`src/rtl/sync_display_pkg.sv`:
```
// Shared definitions for the hex 7-segment display counter.
// Holds the segment bus width and type, plus the sixteen active-low
// segment patterns indexed by hex digit. Bit order is {g,f,e,d,c,b,a}.
package sync_display_pkg;

  localparam int SEG_W = 7;

  typedef logic [SEG_W-1:0] seg_t;

  // Active-low: a 0 bit lights that segment.
  localparam seg_t SEG_0 = 7'b1000000;
  localparam seg_t SEG_1 = 7'b1111001;
  localparam seg_t SEG_2 = 7'b0100100;
  localparam seg_t SEG_3 = 7'b0110000;
  localparam seg_t SEG_4 = 7'b0011001;
  localparam seg_t SEG_5 = 7'b0010010;
  localparam seg_t SEG_6 = 7'b0000010;
  localparam seg_t SEG_7 = 7'b1111000;
  localparam seg_t SEG_8 = 7'b0000000;
  localparam seg_t SEG_9 = 7'b0010000;
  localparam seg_t SEG_A = 7'b0001000;
  localparam seg_t SEG_B = 7'b0000011;
  localparam seg_t SEG_C = 7'b1000110;
  localparam seg_t SEG_D = 7'b0100001;
  localparam seg_t SEG_E = 7'b0000110;
  localparam seg_t SEG_F = 7'b0001110;

endpackage

```
`src/rtl/hex_to_7seg.sv`:
```
// Combinational hex nibble to 7-segment decoder (active-low cathodes).
// Ports:
//   nibble : input  [3:0] hex value to display
//   seg    : output seg_t active-low segments, seg[0]=a .. seg[6]=g
module hex_to_7seg
  import sync_display_pkg::*;
(
  input  logic [3:0] nibble,
  output seg_t       seg
);

  always_comb begin
    seg = SEG_0;
    case (nibble)
      4'h0: seg = SEG_0;
      4'h1: seg = SEG_1;
      4'h2: seg = SEG_2;
      4'h3: seg = SEG_3;
      4'h4: seg = SEG_4;
      4'h5: seg = SEG_5;
      4'h6: seg = SEG_6;
      4'h7: seg = SEG_7;
      4'h8: seg = SEG_8;
      4'h9: seg = SEG_9;
      4'hA: seg = SEG_A;
      4'hB: seg = SEG_B;
      4'hC: seg = SEG_C;
      4'hD: seg = SEG_D;
      4'hE: seg = SEG_E;
      4'hF: seg = SEG_F;
      default: seg = SEG_0;
    endcase
  end

endmodule

```
`src/rtl/sync_display_counter.sv`:
```
// Free-running hex counter shown on one common-anode 7-segment digit.
// A clock-enable prescaler turns clk into a count tick every TICK_DIV
// cycles; a 4-bit counter steps on each tick and wraps after COUNT_MAX.
// Ports:
//   clk : input  system clock, all state on rising edge
//   btn : input  synchronous active-high reset
//   seg : output active-low segment cathodes, seg[0]=a .. seg[6]=g
//   an  : output active-low digit anode, tied on (0)
module sync_display_counter
  import sync_display_pkg::*;
#(
  parameter int TICK_DIV  = 50_000_000,
  parameter int COUNT_MAX = 15
) (
  input  logic clk,
  input  logic btn,
  output seg_t seg,
  output logic an
);

  // A divide-by-1 prescaler still needs a one-bit register to exist.
  localparam int              PRE_W    = (TICK_DIV > 1) ? $clog2(TICK_DIV) : 1;
  localparam logic [PRE_W-1:0] PRE_LAST = PRE_W'(TICK_DIV - 1);
  localparam logic [3:0]       CNT_LAST = 4'(COUNT_MAX);

  logic [PRE_W-1:0] r_pre;
  logic [3:0]       r_cnt;
  logic             w_tick;

  // Tick is asserted during the last prescaler cycle, so the counter
  // steps on the same edge that returns the prescaler to zero.
  assign w_tick = (r_pre == PRE_LAST);

  always_ff @(posedge clk) begin
    if (btn) begin
      r_pre <= '0;
      r_cnt <= '0;
    end else begin
      if (w_tick) begin
        r_pre <= '0;
        r_cnt <= (r_cnt == CNT_LAST) ? 4'd0 : r_cnt + 4'd1;
      end else begin
        r_pre <= r_pre + 1'b1;
      end
    end
  end

  hex_to_7seg u_dec (
    .nibble (r_cnt),
    .seg    (seg)
  );

  assign an = 1'b0;

endmodule

```
`config.mk`:
```
export PLATFORM = sky130hd
export DESIGN_NAME = sync_display_counter
export DESIGN_NICKNAME = d
export VERILOG_FILES = /design/src/rtl/sync_display_pkg.sv /design/src/rtl/hex_to_7seg.sv /design/src/rtl/sync_display_counter.sv
export SDC_FILE = /design/constraint.sdc
export NUM_CORES = 1
export LEC_CHECK = 0
export BUFFER_PORTS_ARGS = -buffer_cell sky130_fd_sc_hd__buf_4
export CAP_MARGIN = 0
export CORE_ASPECT_RATIO = 1.2
export CORE_UTILIZATION = 60
export CTS_BUF_LIST = sky130_fd_sc_hd__clkbuf_16
export DETAILED_ROUTE_END_ITERATION = 16
export PLACE_DENSITY_LB_ADDON = 0.3
export SLEW_MARGIN = 0
export SYNTH_ARGS = -nofsm -noshare
export SYNTH_HDL_FRONTEND = slang
export SYNTH_SLANG_ARGS = --single-unit
export TNS_END_PERCENT = 100
```
`constraint.sdc`:
```
create_clock -name clk -period 7.06 [get_ports clk]
set_input_delay 1.412 -clock clk [delete_from_list [all_inputs] [get_ports clk]]
set_output_delay 1.412 -clock clk [all_outputs]
set_load 0.005 [all_outputs]
```
Word-level counts from Yosys, hierarchy flattened
Memory sizes are Yosys's and may differ from the RTL's. A register that Yosys moved wholly into a read port is not among the register bits.
Index checks and enable logic that the tools add are counted.
Widths: inputs -> output; s select.
{ "word_totals": {"regBits": 30, "romBits": 112, "inputBits": 2, "out_inout_bits": 8, "word_cells": 11, "n_memories": 1} }
{ "op_classes": {"addsub": 2, "eq_ne": 2, "n_mux": 3, "reduce_logical": 1} }
{ "memory_table": {"columns": ["memory", "words", "word_bits", "read_ports", "rd_clocked_by_memory_dff", "wr", "line_no", "text"], "rows": [
  ["(name not given)", 16, 7, 1, 1, 0, "hex_to_7seg.sv:14", "case (nibble)"]
]} }
{ "ops": {"columns": ["operator", "count"], "rows": [
  ["$add 26x1->26 const B", 1],
  ["$eq 26x26->1 const B", 1],
  ["$mux 4", 3],
  ["$add 4x1->4 const B", 1],
  ["$eq 4x4->1 const B", 1],
  ["$reduce_or 2->1", 1]
]} }

Logic depth before layout (Yosys ltp)
Gate-level depths: netlist of the first run.
{ "logic_depth": {"word_depth": 4, "mapped_depth": 11, "ltp_nobuf": 11} }

Cells and area by module
From an unflattened synthesis of the first run, not the netlist that was laid out.
{ "unflattened": {"hier_cells": 199, "hier_area_um2": 1711.6} }
{ "modules_own_cells": {"columns": ["mod", "n_inst", "cells_per_inst", "area_each_um2", "seq_area_each_um2"], "rows": [
  ["sync_display_counter", 1, 166, 1437.6, 600.6],
  ["hex_to_7seg", 1, 33, 274.0, 0.0]
]} }

Least setup slack after synthesis of the first run
OpenSTA, ideal clock, no wires.
{ "synth_timing": {"kind": "in2reg", "start": "in btn", "end": "reg, netlist name u_dec.seg[5]", "setup_time_ps": 114, "arrival_ps": 2584, "required_time_ps": 6946, "path_slack_ps": 4362, "path_stages": 6, "path_buffers": 1, "cell_sequence": "buf_2 > nor2_1 > inv_1 > ha_1 > mux2_2 > a21o_1"} }
{ "synth_between": {"elab_chain_cells": 1} }
{ "synth_rtl": {"columns": ["element", "line_no", "text"], "rows": [
  ["start: declaration", "sync_display_counter.sv:16", "input logic btn,"],
  ["$mux 4 (no line)", null, null]
]} }
No other way between the ends.
A chain may end at the register's enable or synchronous reset.

Worst setup path after layout of the first run
{ "layout_timing": {"start": "reg r_pre[7]", "end": "reg, netlist name u_dec.seg[5]"} }
{ "layout_between": {"elab_chain_cells": 3} }
{ "layout_rtl": {"columns": ["element", "line_no", "text"], "rows": [
  ["start: declaration", "sync_display_counter.sv:26", "logic [PRE_W-1:0] r_pre;"],
  ["start signal: assignment", "sync_display_counter.sv:43", "r_pre <= r_pre + 1'b1;"],
  ["$eq 26x26->1", "sync_display_counter.sv:32", "assign w_tick = (r_pre == PRE_LAST);"],
  ["$mux 4 (no line) (2 in series)", null, null]
]} }
No other way between the ends.

==> results.py, run 1 <==
metrics = {
    "synthesis": {
        "synthFlopType": "dfxtp_1",
        "synth_nets": 210,
        "synth_area_um2": 1830,
        "avgSynthCellArea_um2": 9.16,
        "async_flop_share_pct": 0,
        "synth_enable_flop_cells": 0,
        "yosysWarningCount": 0,
        "synth.distinct_cells": 45,
        "synthCells": 200,
        "synth_seq_cells": 37,
        "seq_area_frac_synth_pct": 40.4,
    },
    "floorplanning": {
        "io_pins": 10,
        "core_um2": 2840,
        "rows": 21,
        "die-area_um2": 3280,
        "die_w_um": 52.4,
        "chipHeight_um": 62.5,
        "start_util_pct": 64.6,
    },
    "clock_network": {
        "cts.sinks": 37,
        "cts_hold_buf": 0,
        "cts_made_buffers": 5,
        "cts_tree": "yes",
        "clk_pin_slew_ns": 0.06,
        "cts-root-buf": "clkbuf_16",
        "cts_setup_buffers": 0,
        "clk_path_buf_depth": 2,
        "clk_latency_ns": 0.28,
        "ctsResizeCount": 0,
        "h-tree-depth": 2,
    },
    "critical_path": {
        "worstPathRequired_ns": 7.24,
        "critPathArrivalTime_ns": 3.14,
        "crit_fanout": 11,
        "cp-start-kind": "flip-flop",
        "critPathKind": "reg -> reg",
        "endpoint_kind": "flip-flop",
    },
    "timing": {
        "tightest_slew_ns": 0.929,
        "setup_viol": 0,
        "max_slew_margin_pct": 38.1,
        "rsz0062_at_grt": "no",
        "fmax_mhz": 338,
        "tns_ns": 0,
        "clock_skew_ns": 0.00738,
        "fin_crit_sh_pct": 41.9,
        "post-route-min-period_ns": 2.96,
        "slew_viol_final": 0,
        "finalHoldViolCount": 0,
    },
    "global_route": {
        "grt_pass1_wl_mm": 6.27,
        "grt_max_degree": 27,
        "gr-total-overflow": 0,
        "grt_pass1_vias": 1430,
        "grt_antenna_before_repair": 0,
        "grt_usage_pct": 25.6,
    },
    "cells_and_area": {
        "nets": 218,
        "diodes": 0,
        "final_core_util_pct": 73.5,
        "drive_gt1_share_pct": 12.4,
        "area_delta_synth_final_pct": 13.9,
        "fillCellCount": 212,
        "final_cell_mix": "37 x dfxtp_1, 36 x nor2_1, 14 x xor2_1",
        "mostFrequentLayoutCell": "dfxtp_1",
    },
    "route": {
        "vias": 1423,
        "ant_nets": 0,
        "drtIter0Drc": 47,
        "wl_per_cell_um": 15.3,
        "first_pass_iters": 4,
        "viasPerCell": 5.86,
        "wl_mm": 3.71,
        "drc": 0,
    },
    "placement": {
        "portBuffers": 8,
        "dp_hpwl_mm": 2.53,
        "place.gp.congestion": 0.867,
    },
    "pwr": {
        "p_leak_nw": 0.825,
        "ir_drop_uv": 222,
        "p_per_area_nw_per_um2": 242,
    },
    "run": {
        "cap_viol_max_count": 0,
    },
    "hold_path": {
        "min_path_type": "reg -> reg",
    },
    "status": {
        "status": "complete, no violations",
    },
}
==> cell type report <==
cell class / count / area (um2) / share of cell area, %
Clock inverter: 3 / 65.1 / 3.12
Sequential cell: 37 / 741 / 35.5
Tap cell: 34 / 42.5 / 2.04
Multi-Input combinational cell: 150 / 1030 / 49.4
Timing Repair Buffer: 8 / 60.1 / 2.88
Inverter: 6 / 22.5 / 1.08
Clock buffer: 5 / 125 / 6.00
==> synth_stat cells (all sizes together) (2+ instances only) <==
cell / number / area, um2
dfxtp: 37 / 741
nor2: 36 / 135
xor2: 14 / 123
nand3: 13 / 65.1
xnor2: 11 / 96.3
mux2i: 9 / 90.1
ha: 8 / 100
nand2: 8 / 32.5
nand4: 7 / 43.8
inv: 6 / 22.5
and3: 4 / 25.0
and4: 4 / 35.0
clkbuf: 4 / 15.0
buf: 3 / 23.8
nor4: 3 / 18.8
o21ai: 3 / 15.0
a21oi: 2 / 21.3
a31oi: 2 / 12.5
nand3b: 2 / 15.0
nor2b: 2 / 12.5
nor3: 2 / 10.0
or4: 2 / 22.5
==> kinds of logic after synthesis <==
kind of cell / after synthesis / synth area share, %
AND/OR/NAND/NOR: 90 / 25.9
flip-flops: 37 / 40.4
XOR/XNOR: 25 / 12.0
AO/OA/AOI/OAI: 16 / 7.17
buffers and inverters: 13 / 3.35
multiplexers: 10 / 5.53
adder cells (fa/ha/maj): 8 / 5.46
other: 1 / 0.205
==> critical path: stages (launching register included) <==
cell and delay (ns):
dfxtp_1 0.35, or4b_4 0.52, or4_4 0.58, o31a_1 0.34, o21bai_2 0.48, mux2_2 0.40
a21o_1 0.18
==> worst paths after layout <==
kind         cells after the start                    to           startpoint  slack [ns]
max                              6  u_dec.seg[5]$_DFF_P_  r_pre[7]$_SDFF_PP0_        4.10
min                              1   r_pre[0]$_SDFF_PP0_  r_pre[0]$_SDFF_PP0_        0.46
max reg2reg                      6  u_dec.seg[5]$_DFF_P_  r_pre[7]$_SDFF_PP0_        4.10
min reg2reg                      1   r_pre[0]$_SDFF_PP0_  r_pre[0]$_SDFF_PP0_        0.46
==> power breakdown <==
part	total (mW)	internal (mW)	switching [mW]
Sequential	0.212	0.210	0.00126
Combinational	0.00676	0.00209	0.00467
Clock	0.287	0.202	0.0853
Total	0.505	0.414	0.0913
==> per-layer routing <==
metal  track usage [%]  part of all wire [%]
met5                 0                     0
met4              11.5                   1.8
met3              7.30                   3.4
met2              43.0                    52
met1              28.9                    43
==> through the flow <==
stage | area (um2) | worst slack (ns) | instances | power, mW | hold WS [ns]
2_1_floorplan | 1830 | 4.36 | 200 | 0.222 | 0.430
3_5_place_dp | 1900 | 4.15 | 235 | 0.223 | 0.457
4_1_cts | 2090 | 4.11 | 243 | 0.506 | 0.472
3_3_place_gp | 1900 | 4.22 | 235 | 0.222 | 0.439
5_1_grt | 2090 | 3.99 | 243 | 0.517 | 0.500
6_report | 2090 | 4.10 | 243 | 0.505 | 0.463
==> state kept, by name (all words and copies together), names as in the netlist <==
name       count
r_pre         26
u_dec.seg      7
r_cnt          4
(Power assumes the default switching activity.)
==> run 2, diff against run 1 <==
--- a/config.mk
+++ b/config.mk
@@ -5,6 +5,7 @@
 export SDC_FILE = /design/constraint.sdc
 export NUM_CORES = 1
 export LEC_CHECK = 0
+export ABC_AREA = 1
 export BUFFER_PORTS_ARGS = -buffer_cell sky130_fd_sc_hd__buf_4
 export CAP_MARGIN = 0
 export CORE_ASPECT_RATIO = 1.2
==> constraint.sdc (replaced) <==
create_clock -name clk -period 2.85 [get_ports clk]
set_input_delay 0.57 -clock clk [delete_from_list [all_inputs] [get_ports clk]]
set_output_delay 0.57 -clock clk [all_outputs]
set_load 0.005 [all_outputs]
==> results.py, run 2 <==
metrics = {
    "status": {
        "status": "complete, no violations",
    },
    "timing": {
        "post-route-min-period_ns": 2.19,
        "fmax_mhz": 458,
        "rsz0062_at_grt": "no",
        "finalHoldViolCount": 0,
        "setup_viol": 0,
        "slew_viol_final": 0,
        "tns_ns": 0,
        "fin_hold_ws_ns": 0.451,
        "fin_crit_sh_pct": 76.7,
        "clock_skew_ns": 0.00345,
    },
    "critical_path": {
        "cpMaxStageDelayCell": "dfxtp_1",
        "endpoint_kind": "flip-flop",
        "crit_fanout": 7,
        "worstPathRequired_ns": 3.02,
        "cp-start-kind": "flip-flop",
        "slowest_delay_ns": 0.35,
        "crit_top_cell": "nand2_1",
        "critPathKind": "reg -> reg",
        "critPathArrivalTime_ns": 2.36,
        "cp_cell_sequence": "ha_1 > nand2_2 > nor2_4 > nand2_1 > nor2_1 > nand2_1 > nand2_1 > nand2_1 > nand2_1 > inv_1 > ha_1 > inv_1 > nand3_1 > nand3_1 > nand2_1",
    },
    "placement": {
        "dpl_cell_area_um2": 2310,
        "place.gp.congestion": 0.945,
        "portBuffers": 8,
        "dp_hpwl_mm": 3.53,
    },
    "floorplanning": {
        "rows": 23,
        "start_util_pct": 64.7,
        "io_pins": 10,
        "die_w_um": 57.5,
        "die-area_um2": 3940,
        "chipHeight_um": 68.6,
        "core_um2": 3420,
    },
    "clock_network": {
        "cts-root-buf": "clkbuf_16",
        "cts_setup_buffers": 0,
        "h-tree-depth": 2,
        "cts_hold_buf": 0,
        "cts.sinks": 37,
        "clk_path_buf_depth": 2,
        "cts_tree": "yes",
        "clk_pin_slew_ns": 0.05,
        "ctsResizeCount": 0,
        "clk_latency_ns": 0.28,
        "cts_made_buffers": 5,
    },
    "synthesis": {
        "yosysWarningCount": 0,
        "synth_top_area_share_pct": 33.4,
        "avgSynthCellArea_um2": 6.82,
        "synth_most_common_cell": "nand2_1",
        "synth_common_cells": "83 x nand2_1, 40 x inv_1, 37 x dfxtp_1",
        "synth_nets": 335,
        "async_flop_share_pct": 0,
        "synthCells": 325,
        "synth_enable_flop_cells": 0,
        "seq_area_frac_synth_pct": 33.4,
        "synthTopCellsByArea": "dfxtp_1 33%, nand2_1 14%, inv_1 6.8%, nand3_1 6.8%, nor2_1 5.8%",
        "synthFlopType": "dfxtp_1",
        "synth_seq_cells": 37,
        "synth.distinct_cells": 32,
        "synth_area_um2": 2220,
        "synth_top_cell_by_area": "dfxtp_1",
    },
    "route": {
        "viasPerCell": 5.26,
        "ant_nets": 0,
        "wl_met2_mm": 2.44,
        "drc": 0,
        "vias": 1974,
        "wl_per_cell_um": 12.3,
        "maxUsedRoutingLayer": "met4",
        "first_pass_iters": 4,
        "drtIter0Drc": 87,
        "met3RoutedLength_um": 100,
        "wl_mm": 4.60,
        "wl_met1_mm": 1.95,
    },
    "cells_and_area": {
        "largest_reg_flops": 26,
        "final_core_util_pct": 72.1,
        "mostFrequentLayoutCell": "nand2_1",
        "drive_gt1_share_pct": 16.3,
        "regMostFlops": "r_pre",
        "nets": 347,
        "final_area_um2": 2470,
        "diodes": 0,
        "area_delta_synth_final_pct": 11.5,
        "final_cell_mix": "83 x nand2_1, 41 x inv_1, 37 x dfxtp_1",
    },
    "global_route": {
        "gr-total-overflow": 0,
        "grt_pass1_vias": 1887,
        "grt_antenna_before_repair": 0,
        "grt_usage_pct": 26.4,
        "grt_max_degree": 15,
        "grt_pass1_wl_mm": 7.93,
    },
    "run": {
        "cap_viol_max_count": 0,
    },
    "pwr": {
        "p_per_area_nw_per_um2": 464,
        "p_leak_nw": 1.07,
        "ir_drop_uv": 354,
        "power.total_mw": 1.14,
    },
    "hold_path": {
        "min_path_type": "reg -> reg",
    },
}
## run 2: worst paths after layout
kind                       startpoint              endpoint  slack (ns)  cells past startpoint
setup / recovery  r_pre[0]$_SDFF_PP0_  u_dec.seg[0]$_DFF_P_        0.66                     15
hold / removal    r_pre[0]$_SDFF_PP0_   r_pre[0]$_SDFF_PP0_        0.45                      1
setup reg to reg  r_pre[0]$_SDFF_PP0_  u_dec.seg[0]$_DFF_P_        0.66                     15
hold reg to reg   r_pre[0]$_SDFF_PP0_   r_pre[0]$_SDFF_PP0_        0.45                      1
## run 2: area by class of cell
cell class	instances	area (um2)
multi-input combinational	236	1270
timing repair buffer	9	67.6
sequential	37	741
clock inverter	3	37.5
clock buffer	5	125
tap	37	46.3
fill	287	955
inverter	48	185
## run 2: report_power, final
| group | total (mW) | internal [mW] | leakage (nW) | switching, mW |
|---|---|---|---|---|
| clock | 0.602 | 0.406 | 0.0826 | 0.196 |
| sequential | 0.524 | 0.521 | 0.299 | 0.00237 |
| combinational | 0.0192 | 0.00549 | 0.691 | 0.0137 |
## run 2: stage by stage
| stage | setup slack, ns | cells |
|---|---|---|
| global placement | 0.765 | 367 |
| floorplan | 0.933 | 325 |
| CTS | 0.663 | 375 |
| finish | 0.664 | 375 |
| global route | 0.414 | 375 |
| detailed placement | 0.690 | 367 |
## run 2: logic make-up after synthesis
group | count (synthesis) | synth area share, %
compound gates | 23 | 5.36
xor+xnor | 5 | 1.98
fa+ha+maj | 8 | 4.52
buf+inv | 52 | 9.37
flops | 37 | 33.4
other cells | 1 | 0.169
simple gates | 199 | 45.2
## run 2: routing by layer
layer / vias to the layer above / GRT usage (%)
met5: - / 0
met3: 14 / 3.92
met2: 25 / 52.6
met1: 892 / 27.2
met4: 0 / 11.9
li1: 1043 / -
## run 2: critical path: cells and delay by family (launching register included)
kind / cells / cell delay, ns
flip-flops: 1 / 0.35
AND/OR/NAND/NOR: 11 / 1.09
adder cells (fa/ha/maj): 2 / 0.43
buffers and inverters: 2 / 0.19
